File: src/rtl/d_debounce_pkg.sv
// Shared types for the d_debounce_edge debounce / edge-detect stage.
// Holds the FSM state enum and the minimum legal stable-cycle count.
package d_debounce_pkg;

  typedef enum logic [1:0] {
    ST_LOW,
    CHK_HIGH,
    ST_HIGH,
    CHK_LOW
  } deb_state_t;

  localparam int DEB_MIN_STABLE = 2;

endpackage

File: src/rtl/d_debounce_edge_sat_counter.sv
// Saturating up-counter with synchronous active-high reset.
// Holds at all-ones; reset wins over increment.
module sat_counter #(
  parameter int W = 8
) (
  input  logic         clk,
  input  logic         rst,
  input  logic         inc,
  output logic [W-1:0] count
);

  logic [W-1:0] cnt_q, cnt_d;

  always_comb begin
    cnt_d = cnt_q;
    if (inc && (cnt_q != {W{1'b1}})) cnt_d = cnt_q + W'(1);
  end

  always_ff @(posedge clk) begin
    if (rst) cnt_q <= '0;
    else     cnt_q <= cnt_d;
  end

  assign count = cnt_q;

endmodule

File: src/rtl/d_debounce_edge.sv
// Debounce filter with registered rise/fall strobes for a synchronous level.
// Define D_DEBOUNCE_EDGE_COUNT_EN to build the saturating rising-edge counter.
module d_debounce_edge
  import d_debounce_pkg::*;
#(
  parameter int STABLE_CYCLES = 4,
  parameter int CNT_W         = 8
) (
  input  logic             clk,
  input  logic             rst,
  input  logic             d_in,
  output logic             q_stable,
  output logic             rise,
  output logic             fall,
  output logic [CNT_W-1:0] edge_count
);

  localparam int RW = $clog2(STABLE_CYCLES + 1);
  localparam logic [RW-1:0] ONE  = RW'(1);
  localparam logic [RW-1:0] LAST = RW'(STABLE_CYCLES - 1);

  if (STABLE_CYCLES < DEB_MIN_STABLE) begin : g_bad_param
    $error("d_debounce_edge: STABLE_CYCLES below minimum");
  end

  deb_state_t    state_q, state_d;
  logic [RW-1:0] run_q, run_d;
  logic          q_q, q_d;
  logic          rise_q, rise_d;
  logic          fall_q, fall_d;

  always_ff @(posedge clk) begin
    if (rst) begin
      state_q <= ST_LOW;
      run_q   <= '0;
      q_q     <= 1'b0;
      rise_q  <= 1'b0;
      fall_q  <= 1'b0;
    end else begin
      state_q <= state_d;
      run_q   <= run_d;
      q_q     <= q_d;
      rise_q  <= rise_d;
      fall_q  <= fall_d;
    end
  end

  always_comb begin
    state_d = state_q;
    run_d   = run_q;
    unique case (state_q)
      ST_LOW: begin
        if (d_in) begin
          state_d = CHK_HIGH;
          run_d   = ONE;
        end
      end
      CHK_HIGH: begin
        if (!d_in) begin
          state_d = ST_LOW;
          run_d   = '0;
        end else if (run_q == LAST) begin
          state_d = ST_HIGH;
          run_d   = '0;
        end else begin
          run_d   = run_q + ONE;
        end
      end
      ST_HIGH: begin
        if (!d_in) begin
          state_d = CHK_LOW;
          run_d   = ONE;
        end
      end
      CHK_LOW: begin
        if (d_in) begin
          state_d = ST_HIGH;
          run_d   = '0;
        end else if (run_q == LAST) begin
          state_d = ST_LOW;
          run_d   = '0;
        end else begin
          run_d   = run_q + ONE;
        end
      end
    endcase
  end

  // Strobes fire on the sample that completes a check.
  always_comb begin
    rise_d = 1'b0;
    fall_d = 1'b0;
    q_d    = q_q;
    unique case (1'b1)
      (state_q == CHK_HIGH) && d_in && (run_q == LAST): begin
        rise_d = 1'b1;
        q_d    = 1'b1;
      end
      (state_q == CHK_LOW) && !d_in && (run_q == LAST): begin
        fall_d = 1'b1;
        q_d    = 1'b0;
      end
      default: ;
    endcase
  end

  assign q_stable = q_q;
  assign rise     = rise_q;
  assign fall     = fall_q;

`ifdef D_DEBOUNCE_EDGE_COUNT_EN
  sat_counter #(
    .W(CNT_W)
  ) u_edge_cnt (
    .clk  (clk),
    .rst  (rst),
    .inc  (rise_d),
    .count(edge_count)
  );
`else
  assign edge_count = '0;
`endif

endmodule
File: config.mk
export PLATFORM = sky130hd
export DESIGN_NAME = d_debounce_edge
export DESIGN_NICKNAME = d
export VERILOG_FILES = /design/src/rtl/d_debounce_pkg.sv /design/src/rtl/d_debounce_edge_sat_counter.sv /design/src/rtl/d_debounce_edge.sv
export SDC_FILE = /design/constraint.sdc
export NUM_CORES = 1
export LEC_CHECK = 0
export CAP_MARGIN = 20
export CORE_MARGIN = 3
export CORE_UTILIZATION = 28
export CTS_CLUSTER_DIAMETER = 200
export DETAILED_ROUTE_END_ITERATION = 7
export DONT_BUFFER_PORTS = 1
export SYNTH_ARGS = -nofsm -noshare
export SYNTH_HDL_FRONTEND = slang
export SYNTH_SLANG_ARGS = --single-unit
export TNS_END_PERCENT = 1
File: constraint.sdc
create_clock -name clk -period 1.45 [get_ports clk]
set_input_delay 0.0725 -clock clk [delete_from_list [all_inputs] [get_ports clk]]
set_output_delay 0.0725 -clock clk [all_outputs]
set_load 0.005 [all_outputs]
==> impl_results.md <==
* Die width at 44.6 microns
* Placement Cell Area at 388 sq um
* RD Place Congestion at ~0.7
* Leak at 0.175 nW
* Fill cells at 144
* Initial antenna violation count at 0
* Synth Cell Area at roughly 420 sq um
* Syn_area_per_cell at 9.50 sq um
* Vias per cell at between 4 and 5
* Post-Route WL at approximately 630 microns
* PortBufs at 0
* Pin count of the biggest net entering global routing at 9
* Status: finished, final reports clean
* Clk slew on worst S/H paths at around 60 ps
* CP Launch Type: flop
* Post-route minimum period at 1200 ps
* FMAX at 831 MHz
* CP required at about 1600 ps
* Total track usage at 0.0846
* RSZ-0062 raised after global routing: no
* CTS tree: built
* CTS Buf Count at 3
* Syn. warnings at 0
* First-pass GRT wire length at 1180 microns
* Row count at 13
* WHS at 4.46 ps
* CTS max path bufs at 2
* Nets at 52
* Peak VDD IR at ~0.43 mV
* Number of global-route vias before repair at 285
* Top-area cell type share of the netlist area at 0.383
* Max Slew Vio Count at 0
* Critical Path AT at 1390 ps
* Drt first-iter violations at 0
* Pwr dens at 1020 nW/um^2
* Post-detail-place hpwl at 450 microns
* Num ports at 14
* CTS root buf: clkbuf_4
* Clock network latency to the later pin of the worst-skew pair at 250 ps
* Setup TNS Final at 0 ps
* Total grt overflow at 0
* Largest cells by area after synthesis: dfxtp_1, buf_4, nor4b_1
* Register bit total from synthesis at 8
* Antenna-violating nets left at 0
* CTS Sinks at 8
* Initial core utilization at 0.310
* Crit-path cells: xor2_1 -> mux2_4 -> nor3b_2
* Die area at 1990 sq um
* Setup bufs post-CTS at 0
* CP Capture Type: flop
* DRC viols at 0
* Overall power at ~0.00044 W
* Crit path kind: flop to flop
* Max-Cap Viols at 0
* Core area at ~1400 sq um
* Via count at 273
* Final period util at 0.830
* CP max FO at 6
* Bufs and invs on worst path at 0
* Routed len/inst at 10.4 microns
* Fin util at 0.319
* Post-Synthesis Cells at 44
* Worst clock skew at 5.86 ps
* Layout Area Growth over Synthesis at 2.99%
* Final setup viols at 0
* Sequential share of the synthesized area at 0.383
* Hold Path Class: input pin to flop
* Cell area after layout at 430 sq um
* Post-synth cell types at 23
* Family with the most delay on the worst path: flip-flops
* Final Hold Fails at 0
* Pre-antenna DRT Iters at 1
* H-tree depth at 1
* CP max-delay cell: dfxtp_1
* Yosys top cell by area: dfxtp_1
* Worst stage delay on the critical path at roughly 420 ps
* Ant. Diodes at 0
* Fraction of layout cells with a size suffix above 1 at 0.109
* Die height at ~45 microns
==> metal layers <==
layer / GRT usage / wire length, microns / up-vias
li1: - / - / 141
met1: 0.112 / 294 / 118
met3: 0.0285 / 54 / 2
met5: 0 / 0 / -
met2: 0.106 / 272 / 12
met4: 0.0723 / 12 / 0
==> stage by stage <==
stage | cells | setup WS [ps]
finish | 61 | 247
global route | 61 | 161
CTS | 61 | 238
detailed placement | 56 | 252
global placement | 56 | 240
floorplan | 51 | 324
==> cells by family (layout without fill, tap and decap cells) <==
logic type,count (synthesis),after routing,synth area share
mux,1,1,0.0359
compound gates,6,6,0.0838
xor+xnor,2,2,0.0419
fa+ha+maj,1,1,0.0299
other cells,1,8,0.00897
flops,8,8,0.383
simple gates,14,14,0.228
buf+inv,11,6,0.189
==> final timing paths <==
| kind | startpoint | end | slack (ps) | depth (start not counted) |
|---|---|---|---|---|
| setup / recovery | flop | run_q[2] | 250 | 3 |
| hold / removal | rst | q_stable | 4 | 2 |
| setup reg to reg | flop | run_q[2] | 250 | 3 |
| hold reg to reg | run_q[0] | run_q[0] | 500 | 2 |
==> worst register-to-register path, cell delays in order, from the launching register on <==
cell and delay [ps]:
dfxtp_1 420, xor2_1 250, mux2_4 330, nor3b_2 140
==> cells in the mapped netlist (all sizes together) <==
library cell / instances
nand4: 1
nand2b: 2
clkbuf: 1
a221oi: 1
inv: 1
and3b: 1
buf: 9
a21oi: 3
conb: 1
nand3b: 2
or2: 1
o22ai: 1
xnor2: 1
nand2: 3
nor3b: 1
o21ai: 1
xor2: 1
nor3: 1
nor4b: 2
dfxtp: 8
ha: 1
mux2: 1
==> report_power, final <==
group	internal [W]	total (W)	leakage (nW)	switching, W
sequential	0.000227	0.000232	0.0651	0.00000565
clock	0.0000947	0.000170	0.0138	0.0000754
combinational	0.0000164	0.0000350	0.0957	0.0000186
total	0.000338	0.000437	0.175	0.0000997
==> cells in the final DEF (no fill, tap or decap), types with 2 or more instances in the layout <==
master and n:
a21oi_1 3, nand2_1 3, dfxtp_1 8, dlygate4sd3_1 2, nor4b_1 2, nand2b_1 2, nand3b_1 2, clkbuf_4 3
conb_1 8
==> cell type report <==
type	count	area [sq um]	area share
Clock buffer	3	22.5	0.0523
Inverter	1	3.75	0.00872
Multi-Input combinational cell	32	205	0.477
Sequential cell	8	160	0.372
Tap cell	15	18.8	0.0436
Timing Repair Buffer	2	20.0	0.0465
==> what timing repair did <==
item	in CTS	in global routing
hold endpoints to repair	8	0
hold buffers	2	0
gates resized for setup	0	0
Note: power is estimated with default switching activity, not from simulation.
